--- src/rtl/inport_link_controller.sv ---
// Input-port link controller: counts buffered packets, requests an output
// port, drives one packet of buffer reads per grant and returns credits.
module inport_link_controller #(
  parameter int PE_DIR       = 0,
  parameter int X_POS_DIR    = 1,
  parameter int PORT_DIR     = X_POS_DIR,
  parameter int NUM_PORTS    = 5,
  parameter int DATA_FLITS   = 4,
  parameter int BUFFER_DEPTH = 20,
  parameter int PACKET_FLITS = DATA_FLITS + 1,
  parameter int MAX_PACKETS  = (PORT_DIR == PE_DIR) ? 1 : BUFFER_DEPTH / 5
) (
  input  logic                 clk,
  input  logic                 reset,
  input  logic                 write_strobe_din,
  input  logic [NUM_PORTS-1:0] route_request_din,
  input  logic [NUM_PORTS-1:0] transfer_strobe_din,
  output logic [NUM_PORTS-1:0] port_request_dout,
  output logic                 read_strobe_dout,
  output logic                 credit_out_dout,
  output logic                 packet_ready_dout
);

  localparam int FW = (PACKET_FLITS > 1) ? $clog2(PACKET_FLITS) : 1;
  localparam int SW = $clog2(MAX_PACKETS) + 1;
  localparam logic [FW-1:0] LAST = FW'(PACKET_FLITS - 1);

  typedef enum logic [1:0] {
    IDLE,
    REQUEST,
    TRANSFER
  } state_t;

  state_t               state, state_nxt;
  logic [NUM_PORTS-1:0] req_reg, req_nxt;
  logic [NUM_PORTS-1:0] route_low;
  logic [FW-1:0]        flit_cnt;
  logic [FW-1:0]        read_cnt, read_nxt;
  logic [SW-1:0]        packets_stored;
  logic                 credit_q;
  logic                 complete;
  logic                 done;
  logic                 found;

  assign complete = write_strobe_din && (flit_cnt == LAST);
  assign done     = (state == TRANSFER) && (read_cnt == LAST);

  // Lowest-index set bit wins when routing reports several ports.
  always_comb begin
    route_low = '0;
    found     = 1'b0;
    for (int i = 0; i < NUM_PORTS; i++) begin
      if (route_request_din[i] && !found) begin
        route_low[i] = 1'b1;
        found        = 1'b1;
      end
    end
  end

  always_comb begin
    state_nxt = state;
    req_nxt   = req_reg;
    read_nxt  = read_cnt;
    unique case (state)
      IDLE: begin
        if ((packets_stored != '0) && (route_request_din != '0)) begin
          req_nxt   = route_low;
          state_nxt = REQUEST;
        end
      end
      REQUEST: begin
        if ((transfer_strobe_din & req_reg) != '0) begin
          req_nxt   = '0;
          read_nxt  = '0;
          state_nxt = TRANSFER;
        end
      end
      TRANSFER: begin
        read_nxt = read_cnt + FW'(1);
        if (done) state_nxt = IDLE;
      end
      default: state_nxt = IDLE;
    endcase
  end

  always_ff @(posedge clk or posedge reset) begin
    if (reset) begin
      state    <= IDLE;
      req_reg  <= '0;
      read_cnt <= '0;
      credit_q <= 1'b0;
    end else begin
      state    <= state_nxt;
      req_reg  <= req_nxt;
      read_cnt <= read_nxt;
      credit_q <= done;
    end
  end

  always_ff @(posedge clk or posedge reset) begin
    if (reset) begin
      flit_cnt       <= '0;
      packets_stored <= '0;
    end else begin
      if (write_strobe_din)
        flit_cnt <= complete ? '0 : flit_cnt + FW'(1);
      if (complete && !done)
        packets_stored <= packets_stored + SW'(1);
      else if (done && !complete)
        packets_stored <= packets_stored - SW'(1);
    end
  end

  assign port_request_dout = req_reg;
  assign read_strobe_dout  = (state == TRANSFER);
  assign credit_out_dout   = credit_q;
  assign packet_ready_dout = (packets_stored != '0);

endmodule

--- config.mk ---
export PLATFORM = sky130hd
export DESIGN_NAME = inport_link_controller
export DESIGN_NICKNAME = d
export VERILOG_FILES = /design/src/rtl/inport_link_controller.sv
export SDC_FILE = /design/constraint.sdc
export NUM_CORES = 1
export LEC_CHECK = 0
export BUFFER_PORTS_ARGS = -buffer_cell sky130_fd_sc_hd__buf_2
export CAP_MARGIN = 20
export CORE_MARGIN = 5
export CORE_UTILIZATION = 54
export DETAILED_ROUTE_END_ITERATION = 6
export PLACE_DENSITY_LB_ADDON = 0.05
export SYNTH_ARGS = -nofsm -noshare
export SYNTH_HDL_FRONTEND = slang
export SYNTH_SLANG_ARGS = --single-unit
--- constraint.sdc ---
create_clock -name clk -period 3 [get_ports clk]
set_input_delay 0.3 -clock clk [delete_from_list [all_inputs] [get_ports clk]]
set_output_delay 0.3 -clock clk [all_outputs]
set_load 0.1 [all_outputs]
### Word-level counts from Yosys, hierarchy flattened

Cells that the tools add are included.
W data, S select, Z words.

| word-level totals | value |
|---|---|
| flip-flop bits (word level) | 17 |
| bits in latches | 0 |
| bits in writable memories | 0 |
| ROM bits | 0 |
| output and inout port bits | 8 |
| word-level logic and storage cells | 63 |
| memories kept | 0 |

| cells by class | value |
|---|---|
| $add $sub $neg | 4 |
| multiply operators | 0 |
| div/mod/pow operators | 0 |
| $lt $le $gt $ge | 0 |
| equality and inequality tests | 7 |
| shift operators | 0 |
| muxes and demuxes | 20 |
| bitwise logic cells | 1 |
| reductions and logical operators | 25 |

Operator list:

| kind | number |
|---|---|
| $mux W3 | 4 |
| $mux W5 | 2 |
| $pmux W5 S2 | 1 |
| $reduce_bool A5 Y1 | 2 |
| $add A3 B1 Y3 const B | 3 |
| $logic_and A1 B1 Y1 | 9 |
| $mux W1 | 8 |
| $eq A3 B3 Y1 const B | 2 |
| $logic_not A1 Y1 | 6 |
| $mux W2 | 3 |
| $pmux W2 S3 | 1 |
| $pmux W3 S2 | 1 |
| $reduce_and A3 Y1 | 2 |
| $reduce_bool A2 Y1 | 3 |
| $and A5 B5 Y5 | 1 |
| $ne A2 B2 Y1 const B | 2 |
| $reduce_bool A3 Y1 | 1 |
| $sub A3 B1 Y3 const B | 1 |
| $eq A2 B1 Y1 const B | 1 |
| $eq A2 B2 Y1 const B | 1 |
| $logic_not A2 Y1 | 1 |
| $ne A2 B1 Y1 const B | 1 |
| $reduce_and A2 Y1 | 1 |

### Longest topological paths before layout

Gate-level depths: netlist of the first run.

| logic depth | value |
|---|---|
| word-level depth | 15 |
| mapped depth | 9 |
| mapped depth without buffers | 9 |

### Least setup slack after synthesis of the first run

Ideal clock, no wire load.

| timing | value |
|---|---|
| path kind | reg-to-reg |
| from | reg state[0] |
| to | reg packets_stored[1] |
| library setup time | 125 ps |
| arrival | 2653 ps |
| required time | 2875 ps |
| path slack | 222 ps |
| cell stages (with the launch flop) | 8 |
| period minus slack after synthesis | 2778 ps |
| path through | dfrtp_1 -> nor2b_1 -> clkbuf_1 -> nand3_1 -> ha_1 -> inv_1 -> fa_1 -> mux2_2 |

| between the ends | value |
|---|---|
| cells in the longest elaborated chain, start to end | 5 |
| elaborated cells on any way between the ends | 7 |

Ends and longest elaborated chain:

| item | line | source |
|---|---|---|
| start: declaration | 34 | `state_t state, state_nxt;` |
| start signal: assignment | 93 | `state <= state_nxt;` |
| $eq A2 B2 Y1 (*) | - |  |
| named net read_strobe_dout | 19 | `output logic read_strobe_dout,` |
| $logic_and A1 B1 Y1 (*) | 46 | `assign done = (state == TRANSFER) && (read_cnt == LAST);` |
| $logic_not A1 Y1 | 107 | `if (complete && !done)` |
| $logic_and A1 B1 Y1 | 107 |  |
| $mux W3 or $reduce_bool A2 Y1 (tied branches) | - |  |
| end signal: assignment | 108 | `packets_stored <= packets_stored + SW'(1);` |
| end signal: assignment | 110 | `packets_stored <= packets_stored - SW'(1);` |
| end: declaration | 39 | `logic [SW-1:0] packets_stored;` |

Mark *: on every way through the listed nets, which the timed path passes. The rest lies on a longest branch.
A chain may end at the register's enable or synchronous reset.

### Final worst setup path of the first run

| timing | value |
|---|---|
| from | reg state[0] |
| to | reg packets_stored[1] |

| between the ends | value |
|---|---|
| cells in the longest elaborated chain, start to end | 5 |
| elaborated cells on any way between the ends | 7 |

Ends and longest elaborated chain:

| item | line |
|---|---|
| $eq A2 B2 Y1 (*) | 46 |
| $logic_and A1 B1 Y1 (*) | 46 |
| $logic_not A1 Y1 | 107 |
| $logic_and A1 B1 Y1 | 107 |
| $mux W3 or $reduce_bool A2 Y1 (tied branches) | - |

Every way passes the cells marked *; elsewhere a longest branch is shown, timed or not.

==> results of run 1 <==
## path summary, 6_finish.rpt
path	cells past startpoint	from	to
max	6	state[0]$_DFFE_PP0P_	packets_stored[1]$_DFFE_PP0P_
min	2	reset	credit_out_dout$_DFF_PP0_
max reg2reg	6	state[0]$_DFFE_PP0P_	packets_stored[1]$_DFFE_PP0P_
min reg2reg	1	packets_stored[2]$_DFFE_PP0P_	packets_stored[2]$_DFFE_PP0P_
max in group asynchronous	2	reset	port_request_dout[3]$_DFFE_PP0P_
min in group clk	2	write_strobe_din	flit_cnt[1]$_DFFE_PP0P_
## layer usage
metal	vias to the layer above	GRT usage [%]	wire length, um
met4	0	7.86	33
met3	4	3.92	63
met2	9	22.7	746
met1	293	19.5	723
met5	-	0	0
li1	318	-	-
## sequential cells by signal (all words and copies together), names as in the netlist
register / flops
credit_out_dout: 1
flit_cnt: 3
packets_stored: 3
port_request_dout: 5
read_cnt: 3
state: 2
## Yosys cell counts, drive strengths merged
cell / count
a21o: 1
a21oi: 1
a222oi: 1
a22o: 1
a22oi: 1
a32o: 2
and2: 1
and2b: 1
and3: 1
clkbuf: 1
dfrtp: 17
fa: 1
ha: 5
inv: 7
mux2: 2
nand2: 10
nand2b: 1
nand3: 1
nand4b: 1
nor2: 6
nor2b: 2
o211ai: 1
o21ai: 5
o31ai: 1
o32ai: 1
or3: 1
or4: 1
xnor2: 2
xor2: 3
## layout make-up
class,instances,share of cell area (%)
flip-flops and latches,17,42.4
multi-input cells,54,40.3
repair buffers,20,9.99
clock buffers,4,2.62
inverters,7,2.62
well taps,16,2.00
## through the flow
stage	hold WS, ns	instances	setup WS [ns]	util [%]
after detailed placement	0.416	114	0.924	64.8
after global routing	0.101	118	0.747	66.5
after floorplan	0.226	79	0.222	-
final	0.0719	118	0.916	66.5
after CTS	0.0920	118	0.901	66.5
after global placement	0.407	114	1.00	64.8
## where the power goes
part	switching, mW	internal, mW
registers	0.0291	0.265
clock network	0.0683	0.0516
logic	0.0659	0.0579
## critical path, delay by kind of cell, from the launching register on
family        cells  cell delay, ns
mux               1            0.26
fa+ha+maj         2            0.66
buf+inv           1            0.08
flops             1            0.41
simple gates      2            0.57
## cells by family after synthesis
| logic type | after synthesis | share of synthesized area [%] |
|---|---|---|
| AO/OA/AOI/OAI | 15 | 14.3 |
| XOR/XNOR | 5 | 5.10 |
| adder cells (fa/ha/maj) | 6 | 9.61 |
| buffers and inverters | 8 | 3.49 |
| flip-flops | 17 | 49.5 |
| multiplexers | 2 | 2.62 |
| AND/OR/NAND/NOR | 26 | 15.4 |
==> results.yml, run 1 <==
pwr:
  p_leak_nw: 0.517
  pwr_density_cell_nw_per_um2: 537
  ir_worst_vdd_mv: 0.353
  power_mw: 0.538
synthesis:
  yosysWarnings: 0
  synth.distinct_cells: 31
  ys_seq_elements: 17
  synth.area.top_cells: "dfrtp_1 (49%), ha_1 (7.3%), nand2_1 (4.4%), inv_1 (3.1%), xor2_1 (3.1%)"
  syn_inst: 79
  syn_nets: 98
  yosysTopAreaCell: "dfrtp_1"
  syn-mean-instance-area_um2: 10.9
  synth.top_cell.area_share_pct: 49.5
  synth_area_um2: 860
  synth_seq_area_share_pct: 49.5
critical_path:
  start_kind: "flip-flop"
  slowest_stage: "dfrtp_1"
  cp_data_arrival_time_ns: 2.26
  crit_chain: "nor2b_1 > nand3_1 > ha_1 > inv_1 > fa_1 > mux2_2"
  critPathRequiredTime_ns: 3.18
  critPathMaxFanout: 8
  critical_path.max_stage_delay_ns: 0.41
  critical_path_class: "flip-flop to flip-flop"
  crit_path_end_kind: "flip-flop"
  regToRegSetupSlack_ns: 0.92
clock_network:
  cts_tree: "done"
  clk_latency_ns: 0.28
  cts-buffers-inserted: 3
  htreeDepth: 1
  clk_pin_slew_ns: 0.09
  cts_setup_buffers: 0
  cts_max_path_buffers: 2
  cts_hold_buf: 0
  cts.sink_count: 17
  cts-root-buf: "clkbuf_4"
  post_cts_resized: 0
cells_and_area:
  layout.nets: 122
  fillers: 128
  layout-drive-gt1-share_pct: 28.4
  multiInputGateArea_um2: 404
  mostFrequentLayoutCells: "buf_2 (20), dfrtp_1 (17), nand2_1 (10), inv_1 (7), nor2_1 (6)"
  final_common_cell: "buf_2"
  final_area_um2: 1000
  syn_to_final_growth_pct: 16.6
  diodes: 0
  seqCellArea_um2: 425
placement:
  gp_congestion: 0.816
  place.port_buffers: 20
  hpwl_um: 1260
  placed_cell_area_um2: 976
timing:
  rsz0062_at_grt: "false"
  slew_viol_final: 0
  slew_headroom_pct: 59.0
  fin_skew_ns: 0.000503
  tightest_slew_ns: 0.614
  finalCriticalPeriod_ns: 2.08
  hold_viol: 0
  fmax_ghz: 0.480
  setup_tns_ns: 0
  setup_viol: 0
  fin_crit_sh_pct: 69.5
global_routing:
  grt_pass1_vias: 649
  grt_max_degree: 18
  antenna_found_initial: 0
  grt_usage_pct: 15.0
  grt_pass1_wl_um: 2850
  overflow: 0
worst_hold_path:
  min_path_type: "input pin to async pin"
floorplan:
  die_h_um: 49.9
  ioPinCount: 21
  rows: 14
  die-area_um2: 2490
  core-area_um2: 1510
  die_x_um: 49.9
  initial_utilization_pct: 57.1
drt:
  drtAntennaViolNets: 0
  wl_per_cell_um: 13.3
  wl_um: 1570
  drtIter0Drc: 8
  routed_via_density: 5.29
  via_count: 624
  drcViolationCount: 0
  drt_first_pass_iters: 4
run:
  cap_viol_max_count: 0
outcome:
  run_status: "finished clean"
Power figures use the tool's default switching activity.
==> inputs of run 2 (changes only) <==
Settings changed: CORE_UTILIZATION 54 to 46.
Clock period 3 ns to 1.8 ns, I/O delays scaled along.
==> results.yml, run 2 (synthesis results as in run 1) <==
outcome:
  run_status: "finished clean"
pwr:
  ir_worst_vdd_mv: 0.786
  power_mw: 0.983
  p_leak_nw: 0.552
  pwr_density_cell_nw_per_um2: 851
drt:
  via_count: 640
  drtAntennaViolNets: 0
  wl_per_cell_um: 12.3
  drt_first_pass_iters: 4
  drcViolationCount: 0
  drtIter0Drc: 14
  routed_via_density: 4.78
  wl_um: 1640
clock_network:
  cts_tree: "done"
  cts-buffers-inserted: 3
  clk_latency_ns: 0.29
  cts.sink_count: 17
  cts_max_path_buffers: 2
  clk_pin_slew_ns: 0.10
  cts-root-buf: "clkbuf_4"
  htreeDepth: 1
placement:
  gp_congestion: 0.746
  dp.cells: 127
  place.port_buffers: 20
  place_ws_ns: -0.0665
  placed_cell_area_um2: 1070
  hpwl_um: 1230
cells_and_area:
  fin_cells: 134
  layout-drive-gt1-share_pct: 47.7
  multiInputGateArea_um2: 465
  seqCellArea_um2: 432
  diodes: 0
  final_common_cell: "buf_2"
  mostFrequentLayoutCells: "buf_2 (18), dfrtp_1 (12), nand2_1 (10), buf_4 (7), nor2_1 (6)"
  final_area_um2: 1150
  syn_to_final_growth_pct: 34.4
  fillers: 149
  layout.nets: 129
  largest_register_ff_count: 5
critical_path:
  crit_path_end_kind: "flip-flop"
  start_kind: "flip-flop"
  cp_data_arrival_time_ns: 2.01
  critPathRequiredTime_ns: 2.02
  critical_path_class: "flip-flop to flip-flop"
  critPathMaxFanout: 2
  regToRegSetupSlack_ns: 0.008
timing:
  fmax_ghz: 0.558
  fin_crit_sh_pct: 99.5
  setup_viol: 0
  tightest_slew_ns: 0.622
  hold_viol: 0
  finalCriticalPeriod_ns: 1.79
  slew_viol_final: 0
  rsz0062_at_grt: "true"
  slew_headroom_pct: 58.5
  setup_ws_ns: 0.00816
  fin_skew_ns: 0.00785
floorplan:
  die_x_um: 53.2
  core-area_um2: 1750
  die-area_um2: 2830
  ioPinCount: 21
  rows: 15
  initial_utilization_pct: 49.2
  die_h_um: 53.2
worst_hold_path:
  min_path_type: "input pin to flip-flop"
global_routing:
  antenna_found_initial: 0
  grt_pass1_vias: 647
  grt_pass1_wl_um: 2770
  grt_max_degree: 18
  grt_usage_pct: 13.6
  overflow: 0
run:
  cap_viol_max_count: 0
[run 2: cell types whose count changed in the layout (fill, tap and decap cells not counted), sizes merged]
cell / delta
buf: +6
dlygate4sd3: +1
clkinv: +1
clkbuf: -1
[run 2: final timing paths]
| path | start | to | cells after the start |
|---|---|---|---|
| max reg2reg | flit_cnt[1]$_DFFE_PP0P_ | packets_stored[2]$_DFFE_PP0P_ | 9 |
| max in group asynchronous | reset | port_request_dout[1]$_DFFE_PP0P_ | 3 |
| max | flit_cnt[1]$_DFFE_PP0P_ | packets_stored[2]$_DFFE_PP0P_ | 9 |
| min in group asynchronous | reset | flit_cnt[0]$_DFFE_PP0P_ | 3 |
| min reg2reg | packets_stored[2]$_DFFE_PP0P_ | packets_stored[2]$_DFFE_PP0P_ | 1 |
| min | write_strobe_din | flit_cnt[1]$_DFFE_PP0P_ | 2 |
[run 2: layout make-up]
class | instances | share of cell area [%]
Timing Repair Buffer | 27 | 15.0
Sequential cell | 17 | 37.4
Clock inverter | 1 | 0.433
Inverter | 7 | 2.28
Clock buffer | 3 | 1.95
Tap cell | 25 | 2.71
Multi-Input combinational cell | 54 | 40.3
[run 2: per-stage QoR]
stage	hold slack, ns	utilization, %	TNS, ns
finish	0.160	66.2	0
global route	0.156	66.2	-0.0952
CTS	0.142	65.2	-0.00324
detailed placement	0.296	61.3	-0.0665
global placement	0.296	61.3	0
floorplan	0.106	-	-0.0864
[run 2: metal layers]
metal	track usage (%)	wire, um	vias up
met2	19.4	687	16
met1	19.0	821	290
met5	0	0	-
met3	3.38	119	2
met4	6.38	13	0
li1	-	-	332
[run 2: repair_timing]
item                                    in CTS  in global routing
resized for setup                            5                  5
endpoints found under the hold margin       17                  0
setup buffers                                2                  0
pin swaps                                    3                  1
hold buffers                                 1                  0
endpoints found under the setup margin       1                  3
[run 2: critical path, cell delays in order, from the launching register on]
cell and delay, ns:
dfrtp_1 0.40, inv_2 0.08, ha_4 0.12, and3_4 0.20
ha_4 0.13, inv_2 0.03, fa_2 0.32, xor2_1 0.16
nor2_1 0.12, xor2_1 0.16
[run 2: where the power goes]
| group | total, mW | leakage, nW | internal [mW] | switching [mW] |
|---|---|---|---|---|
| combinational | 0.290 | 0.336 | 0.151 | 0.138 |
| sequential | 0.492 | 0.198 | 0.442 | 0.0502 |
| clock | 0.201 | 0.0177 | 0.0825 | 0.118 |
==> inputs of run 3 (changes only) <==
Settings changed: CAP_MARGIN 20 to 5, RECOVER_POWER from default to 50.
==> results.yml, run 3 (synthesis results as in run 1) <==
outcome:
  run_status: "finished clean"
pwr:
  power_mw: 0.983
  p_leak_nw: 0.551
  ir_worst_vdd_mv: 0.786
  pwr_density_cell_nw_per_um2: 860
global_routing:
  grt_pass1_wl_um: 2770
  antenna_found_initial: 0
  grt-busiest-layer: "met2"
  grt_use_met3_pct: 3.38
  use_met2_pct: 19.4
  grt_usage_pct: 13.6
  overflow: 0
  grt_max_degree: 18
  grt_pass1_vias: 647
  grtUsageMet1_pct: 19.0
drt:
  drtIter0Drc: 13
  drtAntennaViolNets: 0
  drcViolationCount: 0
  wl_per_cell_um: 12.2
  drt_first_pass_iters: 4
  routed_via_density: 4.77
  wl_um: 1630
  via_count: 639
critical_path:
  critPathRequiredTime_ns: 2.02
  crit_path_end_kind: "flip-flop"
  cp_data_arrival_time_ns: 2.01
  reg2reg_depth: 9
  r2r-end: "packets_stored[2]$_DFFE_PP0P_"
  start_kind: "flip-flop"
  regToRegSetupSlack_ns: 0.009
  critical_path_class: "flip-flop to flip-flop"
  r2r_start: "flit_cnt[1]$_DFFE_PP0P_"
  critPathMaxFanout: 2
cells_and_area:
  mostFrequentLayoutCells: "buf_2 (18), dfrtp_1 (12), nand2_1 (10), buf_4 (7), nor2_1 (6)"
  final_common_cell: "buf_2"
  layout.nets: 129
  seqCellArea_um2: 432
  diodes: 0
  largest_register_ff_count: 5
  final_area_um2: 1140
  syn_to_final_growth_pct: 32.9
  fillers: 149
  multiInputGateArea_um2: 453
  layout-drive-gt1-share_pct: 46.8
timing:
  slew_headroom_pct: 58.5
  fmax_ghz: 0.558
  finalCriticalPeriod_ns: 1.79
  hold_viol: 0
  slew_viol_final: 0
  setup_viol: 0
  fin_skew_ns: 0.00723
  fin_crit_sh_pct: 99.5
  rsz0062_at_grt: "true"
  tightest_slew_ns: 0.622
placement:
  place.port_buffers: 20
  gp_congestion: 0.746
  placed_cell_area_um2: 1070
  hpwl_um: 1230
floorplan:
  rows: 15
  die-area_um2: 2830
  ioPinCount: 21
  initial_utilization_pct: 49.2
  die_h_um: 53.2
  core-area_um2: 1750
  die_x_um: 53.2
clock_network:
  cts.sink_count: 17
  cts_tree: "done"
  cts_max_path_buffers: 2
  clk_pin_slew_ns: 0.10
  cts-root-buf: "clkbuf_4"
  htreeDepth: 1
  clk_latency_ns: 0.29
  cts-buffers-inserted: 3
worst_hold_path:
  hold_start: "write_strobe_din"
  hold_depth: 2
  whs_endpoint: "flit_cnt[1]$_DFFE_PP0P_"
  min_path_type: "input pin to flip-flop"
run:
  cap_viol_max_count: 0
[run 3: cell counts in the layout (fill, tap and decap cells not counted)]
No cell type changed its count.
[run 3: final cells by class]
cell class	count	area share, %
clock buffers	3	1.97
clock inverters	1	0.438
inverters	7	2.30
multi-input cells	54	39.6
flip-flops and latches	17	37.8
well taps	25	2.74
repair buffers	27	15.1
[run 3: power by group]
group          switching (mW)  total (mW)  internal [mW]
Sequential             0.0502       0.492          0.442
Clock                   0.119       0.201         0.0825
Combinational           0.138       0.290          0.151
Total                   0.307       0.983          0.676
[run 3: metal layers]
metal  part of all wire, %  vias to the layer above
li1                      -                      333
met1                    50                      288
met2                    42                       16
met3                   7.3                        2
met4                  0.80                        0
met5                     0                        -
[run 3: worst max-delay path by stage]
stage | start | endpoint | slack, ns
6_report | flit_cnt[1]$_DFFE_PP0P_ | packets_stored[2]$_DFFE_PP0P_ | 0.009
5_1_grt | flit_cnt[0]$_DFFE_PP0P_ | packets_stored[2]$_DFFE_PP0P_ | -0.08
4_1_cts | flit_cnt[0]$_DFFE_PP0P_ | packets_stored[2]$_DFFE_PP0P_ | -0.003
3_5_place_dp | flit_cnt[1]$_DFFE_PP0P_ | packets_stored[2]$_DFFE_PP0P_ | -0.07
3_3_place_gp | flit_cnt[1]$_DFFE_PP0P_ | packets_stored[2]$_DFFE_PP0P_ | 0.001
2_1_floorplan | state[0]$_DFFE_PP0P_ | packets_stored[1]$_DFFE_PP0P_ | -0.05
[run 3: repair_timing]
action,4_1_cts,5_1_grt
hold buffers,1,0
pin swaps,3,1
gates resized for setup,5,5
endpoints found under the setup margin,1,3
endpoints found under the hold margin,17,0
setup buffers,2,0
[run 3: stage by stage]
stage	std cells	hold slack [ns]	setup WS, ns	util (%)	setup TNS [ns]
after floorplan	79	0.106	-0.0473	-	-0.0864
after global placement	127	0.296	0.00120	61.3	0
after detailed placement	127	0.296	-0.0665	61.3	-0.0665
after CTS	134	0.142	-0.00324	65.2	-0.00324
after global routing	134	0.156	-0.0752	65.4	-0.137
final	134	0.161	0.00864	65.4	0
[run 3: worst max-delay path, cell delays in order (launching register included)]
cell and delay (ns):
dfrtp_1 0.40, inv_2 0.08, ha_4 0.12, and3_4 0.20, ha_4 0.13, inv_2 0.03
fa_2 0.32, xor2_1 0.16, nor2_1 0.12, xor2_1 0.16
